==> src/rtl/delay_stream_feeder.sv <==
// Ping-pong staged frame source for the per-turbine delay line: the solver fills
// one bank while the other is streamed as N back-to-back words under sta.
module delay_stream_feeder #(
    parameter int N     = 4,
    parameter int W     = 32,
    parameter int IDXW  = 4,
    parameter int DECIM = 1
) (
    input  logic            clk,
    input  logic            rst_user,
    input  logic            step_tick,
    input  logic            wr_en,
    input  logic [IDXW-1:0] wr_idx,
    input  logic [W-1:0]    wr_data,
    input  logic            clr_overrun,
    output logic            sta,
    output logic [W-1:0]    x,
    output logic [IDXW-1:0] idx,
    output logic            frame_done,
    output logic            busy,
    output logic            overrun
);

    localparam int AW    = (N > 1) ? $clog2(N) : 1;
    localparam int DEPTH = 1 << AW;
    localparam int IW1   = IDXW + 1;

    localparam logic [IW1-1:0]  NLIM  = IW1'(N);
    localparam logic [IDXW-1:0] LAST  = IDXW'(N - 1);
    localparam logic [11:0]     DLAST = 12'(DECIM - 1);

    typedef enum logic [1:0] {
        S_IDLE,
        S_PRIME,
        S_STREAM,
        S_DONE
    } state_t;

    state_t          state_q, state_d;
    logic            rd_bank_q, rd_bank_d;
    logic [11:0]     dcnt_q, dcnt_d;
    logic            overrun_q, overrun_d;
    logic [W-1:0]    x_q, x_d;
    logic [IDXW-1:0] idx_q, idx_d;

    logic [W-1:0]    mem [2][DEPTH];

    logic            wr_ok;
    logic [AW-1:0]   waddr;
    logic [AW-1:0]   raddr;
    logic [IDXW-1:0] idx_nxt;

    // Out-of-range indices are dropped here so the truncated address never aliases.
    assign wr_ok   = wr_en && ({1'b0, wr_idx} < NLIM);
    assign waddr   = wr_idx[AW-1:0];
    assign idx_nxt = idx_q + 1'b1;
    assign raddr   = (state_q == S_PRIME) ? '0 : idx_nxt[AW-1:0];

    // Staging RAM: solver always writes the bank that is not being streamed.
    always_ff @(posedge clk) begin
        if (wr_ok) begin
            mem[~rd_bank_q][waddr] <= wr_data;
        end
    end

    always_ff @(posedge clk or posedge rst_user) begin
        if (rst_user) begin
            state_q   <= S_IDLE;
            rd_bank_q <= 1'b0;
            dcnt_q    <= '0;
            overrun_q <= 1'b0;
            x_q       <= '0;
            idx_q     <= '0;
        end else begin
            state_q   <= state_d;
            rd_bank_q <= rd_bank_d;
            dcnt_q    <= dcnt_d;
            overrun_q <= overrun_d;
            x_q       <= x_d;
            idx_q     <= idx_d;
        end
    end

    always_comb begin
        state_d   = state_q;
        rd_bank_d = rd_bank_q;
        dcnt_d    = dcnt_q;
        x_d       = x_q;
        idx_d     = idx_q;
        overrun_d = overrun_q & ~clr_overrun;

        case (state_q)
            S_IDLE: begin
                if (step_tick) begin
                    if (dcnt_q == DLAST) begin
                        dcnt_d    = '0;
                        rd_bank_d = ~rd_bank_q;
                        state_d   = S_PRIME;
                    end else begin
                        dcnt_d = dcnt_q + 12'd1;
                    end
                end
            end
            S_PRIME: begin
                x_d     = mem[rd_bank_q][raddr];
                idx_d   = '0;
                state_d = S_STREAM;
            end
            S_STREAM: begin
                // x/idx hold the word on the bus; fetch runs one word ahead.
                if (idx_q == LAST) begin
                    state_d = S_DONE;
                end else begin
                    x_d   = mem[rd_bank_q][raddr];
                    idx_d = idx_nxt;
                end
            end
            S_DONE: begin
                state_d = S_IDLE;
            end
            default: begin
                state_d = S_IDLE;
            end
        endcase

        // A dropped tick wins over a same-cycle clear.
        if (step_tick && (state_q != S_IDLE)) begin
            overrun_d = 1'b1;
        end
    end

    assign sta        = (state_q == S_STREAM);
    assign frame_done = (state_q == S_DONE);
    assign busy       = (state_q != S_IDLE);
    assign overrun    = overrun_q;
    assign x          = x_q;
    assign idx        = idx_q;

endmodule

==> config.mk <==
export PLATFORM = sky130hd
export DESIGN_NAME = delay_stream_feeder
export DESIGN_NICKNAME = d
export VERILOG_FILES = /design/src/rtl/delay_stream_feeder.sv
export SDC_FILE = /design/constraint.sdc
export NUM_CORES = 1
export LEC_CHECK = 0
export BUFFER_PORTS_ARGS = -buffer_cell sky130_fd_sc_hd__buf_4
export CORE_MARGIN = 10
export CORE_UTILIZATION = 49
export CTS_CLUSTER_DIAMETER = 100
export DETAILED_ROUTE_END_ITERATION = 10
export GPL_ROUTABILITY_DRIVEN = 0
export HOLD_SLACK_MARGIN = 0.02
export PLACE_DENSITY = 0.64
export SETUP_SLACK_MARGIN = 0.4
export SLEW_MARGIN = 20
export SYNTH_ARGS = -nofsm -noshare
export SYNTH_HDL_FRONTEND = slang
export SYNTH_SLANG_ARGS = --single-unit
==> constraint.sdc <==
create_clock -name clk -period 10.2 [get_ports clk]
set_input_delay 0.51 -clock clk [delete_from_list [all_inputs] [get_ports clk]]
set_output_delay 0.51 -clock clk [all_outputs]
set_load 0.01 [all_outputs]
Yosys cells after proc, flatten, opt, wreduce, memory -nomap -nowiden
Memories as Yosys holds them, arrays and structs flattened.
Cells that the tools add are included.

storage, ports and cells
  register bits = 52
  bits in writable memories = 256
  input port bits = 41
  output and inout port bits = 40
  logic and storage cells = 55
  memories = 1

cells by class
  add/sub/neg operators = 2
  $lt $le $gt $ge = 4
  eq/ne operators = 8
  multiplexer cells = 18
  bitwise operators = 5
  reductions and logical operators = 11

memories
  name  depth  width  read ports  clocked after Yosys merged registers in  write ports  line  source
  mem   2      128    1           0                                        1            46    logic [W-1:0] mem [2][DEPTH];

operators with widths
  cell                                                                    count
  128-bit two-way mux                                                     1
  32-bit two-way mux                                                      4
  32-bit binary-select mux with 2-bit select                              1
  32-bit demux with 2-bit select                                          1
  32-bit case mux with 2 select lines                                     1
  12-bit by 1-bit adder with 12-bit output (second input constant)        1
  12-bit logical NOT                                                      1
  12-bit two-way mux                                                      1
  2-bit two-way mux                                                       4
  2-bit case mux with 4 select lines                                      1
  4-bit case mux with 2 select lines                                      1
  3-bit >= comparator (second input constant)                             2
  2-bit != test (second input constant)                                   3
  2-bit inverter with 3-bit output                                        2
  3-bit AND reduction                                                     2
  4-bit by 1-bit adder with 4-bit output (second input constant)          1
  2-bit equality test (second input constant)                             2
  4-bit by 2-bit equality test with 1-bit output (second input constant)  1
  4-bit by 3-bit < comparator with 1-bit output (second input constant)   1
  4-bit two-way mux                                                       1
  2-bit AND reduction                                                     2
  2-bit nonzero test                                                      2
  1-bit logical AND                                                       3
  3-bit by 1-bit < comparator with 1-bit output (second input constant)   1
  6 further kinds                                                         8

Depth between registers and ports, before layout
  depth in word-level cells = 8
  mapped depth = 8
  depth with buffers taken out = 6

Worst setup path after synthesis
OpenSTA, ideal clock, no wires.

  path kind = input port to flip-flop
  from = input port wr_idx[3]
  to = memory mem[1][32] (netlist bit), enable pin
  library setup time = 0.461 ns
  data arrival time = 2.988 ns
  required time = 9.739 ns
  slack = 6.751 ns
  stages = 3
  path buffers = 0
  path through = nor2_1 nand3_1 nor3_1

between the ends
  cells in the longest elaborated chain, start to end = 4

ends and longest elaborated chain
  what                                           line  source
  start: declaration                             13    input logic [IDXW-1:0] wr_idx,
  4-bit by 3-bit < comparator with 1-bit output  54    assign wr_ok = wr_en && ({1'b0, wr_idx} < NLIM);
  1-bit logical AND                              54
  1-bit two-way mux                              61    if (wr_ok) begin
  128-bit two-way mux (not written as such)      62    mem[~rd_bank_q][waddr] <= wr_data;
  end: declaration                               46

Every way passes these cells.

Worst setup path after layout
  from = register state_q[1]
  to = register x_q[30], in the netlist x[30]

between the ends
  cells in the longest elaborated chain, start to end = 8
  elaborated cells between the ends (all ways) = 12
  classes of those cells = eq/ne: 3; mux: 6; bitwise: 1; reduce/logical: 2

ends and longest elaborated chain
  what                                                    line      source
  start: declaration                                      39        state_t state_q, state_d;
  start signal: assignment                                75        state_q <= state_d;
  2-bit by 1-bit equality test with 1-bit output          57, 92
  2-bit two-way mux                                       57        assign raddr = (state_q == S_PRIME) ? '0 : idx_nxt[AW-1:0];
  2-bit inverter with 3-bit output (not written as such)  105, 114
  32-bit binary-select mux with 2-bit select              105, 114
  32-bit two-way mux (not written as such) (2 in a row)   105, 114
  32-bit two-way mux                                      111       if (idx_q == LAST) begin
  32-bit case mux with 2 select lines                     92        case (state_q)
  end signal: assignment                                  72        x_q <= '0;
  end signal: assignment                                  79        x_q <= x_d;
  end: declaration                                        43        logic [W-1:0] x_q, x_d;

Parallel ways exist; a longest one is shown, timed or not. The select of a mux whose other input is x is not followed.
A chain may end at the register's enable or synchronous reset.

==> flow_summary.json <==
{
  "outcome": "completed",
  "fp.dieW_microns": 178,
  "period_needed_ns": 2.97,
  "holdBufCountCts": 0,
  "drv_cap": 0,
  "cp_max_fo": 82,
  "synth_edf_count": 256,
  "core_sq_mm": 0.0244,
  "syn_area_per_cell_sq_um": 15.8,
  "grt_pass1_vias": 7096,
  "syn_to_final_growth_pct": 16.8,
  "worstPathArrival_ns": 3.42,
  "worstHoldStart": "wr_data[24]",
  "dieHeight_microns": 178,
  "crit_end": "x[30]",
  "antenna_found_initial": 0,
  "dp_cells": 1147,
  "synth_top_area_share_pct": 63.1,
  "synth.distinct_cells": 36,
  "port_buffers": 80,
  "ys_seq_area_share_pct": 73.8,
  "ys.flop_type": "edfxtp_1",
  "drc": 0,
  "yosysWarnings": 0,
  "reg2reg_depth": 8,
  "cts_tree": "done",
  "final_cell_count_no_fill": 1205,
  "synth_common_cells": "edfxtp_1 (256), nand2_1 (167), mux2i_1 (65), a32o_1 (64), dfrtp_1 (52)",
  "synth_area_sq_mm": 0.0122,
  "clockBufferDepth": 3,
  "hp-class": "in2reg",
  "clockPowerShare_pct": 26.5,
  "clk_latency_ns": 0.55,
  "synth_nets": 819,
  "cp_slowest_stage_delay_ns": 0.71,
  "grt_max_degree": 83,
  "vdd_drop_max_uv": 220,
  "antenna_left": 0,
  "yosysTopAreaCell": "edfxtp_1",
  "rr_startpoint": "state_q[1]",
  "crit_path_top_delay_cell": "buf_6",
  "fin_worst_skew_ns": 0.0107,
  "dp.final_hpwl_microns": 14800,
  "routed_wl_microns": 26100,
  "cts_inserted_buffers": 31,
  "cts_resized": 0,
  "cp.required_ns": 10.65,
  "grt_use_total_pct": 16.4,
  "rsz0062_at_grt": "false",
  "relSlewSlack_pct": 40.7,
  "combinationalPowerShare_pct": 36.1,
  "r2r_setup_slack_ns": 7.23,
  "power_mw": 4.16,
  "drtPass1Iterations": 4,
  "p_int_mw": 2.74,
  "drive_gt1_share_pct": 22.2,
  "drv_slew": 0,
  "final_nets": 906,
  "htree_levels": 1,
  "p_switching_mw": 1.42,
  "drt_iter0_drc": 451,
  "grt_pass1_wl_microns": 40500,
  "num_io_pins": 81,
  "swShare_pct": 34.2,
  "yosysMostFrequentCell": "edfxtp_1",
  "setup_tns_ns": 0,
  "hold_violations": 0,
  "clock_sinks": 308,
  "path_class": "reg2reg",
  "finalSetupViolCount": 0,
  "overflow": 0,
  "viasPerCell": 5.59,
  "cp-startpoint": "state_q[1]",
  "crit_path_end_kind": "flop",
  "clock.fmax_mhz": 337,
  "r2r_end": "x[30]",
  "synthArstFlopShare_pct": 16.9,
  "routedWlPerCell_microns": 21.7,
  "max_slew.worst_pin.slew_ns": 0.890,
  "synthCells": 770,
  "crit_chain": "inv_1 -> ha_1 -> nor2_4 -> buf_4 -> buf_6 -> nand2_1 -> a32o_1 -> o31ai_2",
  "num_rows": 57,
  "p_leak_nw": 5.24,
  "die-area_sq_mm": 0.0316,
  "start_util_pct": 49.9,
  "cp-start-kind": "flop",
  "path_clk_slew_ns": 0.07,
  "synth_seq_cells": 308,
  "finalCritPeriodShare_pct": 29.1,
  "synth_area_leaders": "edfxtp_1 (63%), dfrtp_1 (11%), mux2i_1 (5.3%)",
  "pwr-share-seq_pct": 37.4,
  "vias": 6737,
  "num_antenna_cells": 0,
  "cts_root_buffer": "clkbuf_16",
  "cts_setup_buffers": 0,
  "power_density_mw_per_mm2": 293
}
layout make-up:
cell class                      count  area [sq um]
Timing Repair Buffer               98           852
Clock buffer                       35           811
Multi-Input combinational cell    409          2940
Clock inverter                     22           195
Sequential cell                   308          8990
Inverter                            9          33.8
Tap cell                          324           405
Fill cell                        1904         10200
kinds of logic after synthesis:
logic type               Yosys count  synth area share, %
multiplexers                      68                 5.62
buffers and inverters             53                 2.67
AO/OA/AOI/OAI                    109                 9.15
AND/OR/NAND/NOR                  214                 7.19
flip-flops                       308                 73.8
adder cells (fa/ha/maj)            8                0.822
XOR/XNOR                          10                0.719
stage by stage:
stage | setup slack [ns] | cell area [sq um] | util, % | hold slack (ns)
3_3_place_gp | 7.10 | 13100 | 53.5 | 0.460
2_1_floorplan | 6.75 | 12200 | - | 0.442
3_5_place_dp | 6.98 | 13200 | 54.1 | 0.479
5_1_grt | 7.01 | 14200 | 58.3 | 0.181
6_report | 7.23 | 14200 | 58.3 | 0.191
4_1_cts | 6.94 | 14200 | 58.2 | 0.174
worst max-delay path, delay by kind of cell, from the launching register on:
kind            cells  cell delay [ns]
fa+ha+maj           1             0.27
flops               1             0.39
simple gates        2             0.23
compound gates      2             0.54
buf+inv             3             1.35
power groups by stage:
stage / clock (mW) / combinational (mW) / sequential [mW]
after global placement: 0 / 1.46 / 1.58
after floorplan: 0 / 1.08 / 1.58
final: 1.10 / 1.50 / 1.56
after CTS: 1.12 / 1.51 / 1.56
after global routing: 1.17 / 1.64 / 1.57
after detailed placement: 0 / 1.50 / 1.58
sequential cells by signal (all words and copies together) (netlist names):
signal	cells
state_q	2
rd_bank_q	1
mem	256
idx	4
dcnt_q	12
x	32
overrun	1
per-layer routing:
| layer | vias up | wire [microns] | part of all wire [%] | GRT usage (%) |
|---|---|---|---|---|
| li1 | 3103 | - | - | - |
| met1 | 3447 | 11200 | 43 | 20.9 |
| met2 | 144 | 13200 | 51 | 27.9 |
| met3 | 43 | 1130 | 4.3 | 3.12 |
| met4 | 0 | 543 | 2.1 | 5.14 |
| met5 | - | 0 | 0 | 0 |
worst min path at each step:
stage                     slack (ns)  cells past startpoint          end
after global routing            0.18                      1   mem[1][83]
after CTS                       0.17                      1   mem[1][82]
final                           0.19                      1  mem[1][120]
after global placement          0.46                      1   dcnt_q[11]
after floorplan                 0.44                      1   dcnt_q[11]
after detailed placement        0.48                      1   dcnt_q[11]
cell usage in the layout (no fill, tap or decap), drive strengths merged, types with 2 or more instances in the layout:
master    count
nor3          5
a22o          2
a21oi         4
inv          10
clkinv       14
clkinvlp      4
nand2b        3
xor2          6
nor3b         2
nand2       167
a21o          2
edfxtp      256
clkbuf       35
a32o         64
ha            8
nor2         13
xnor2         4
nand4         2
bufinv        3
and3          6
nor4          2
o21ai         4
mux2i        65
mux2          3
buf          98
o31ai        32
dfrtp        52
nand3        10
No activity file was read; power rests on OpenSTA's default activity.
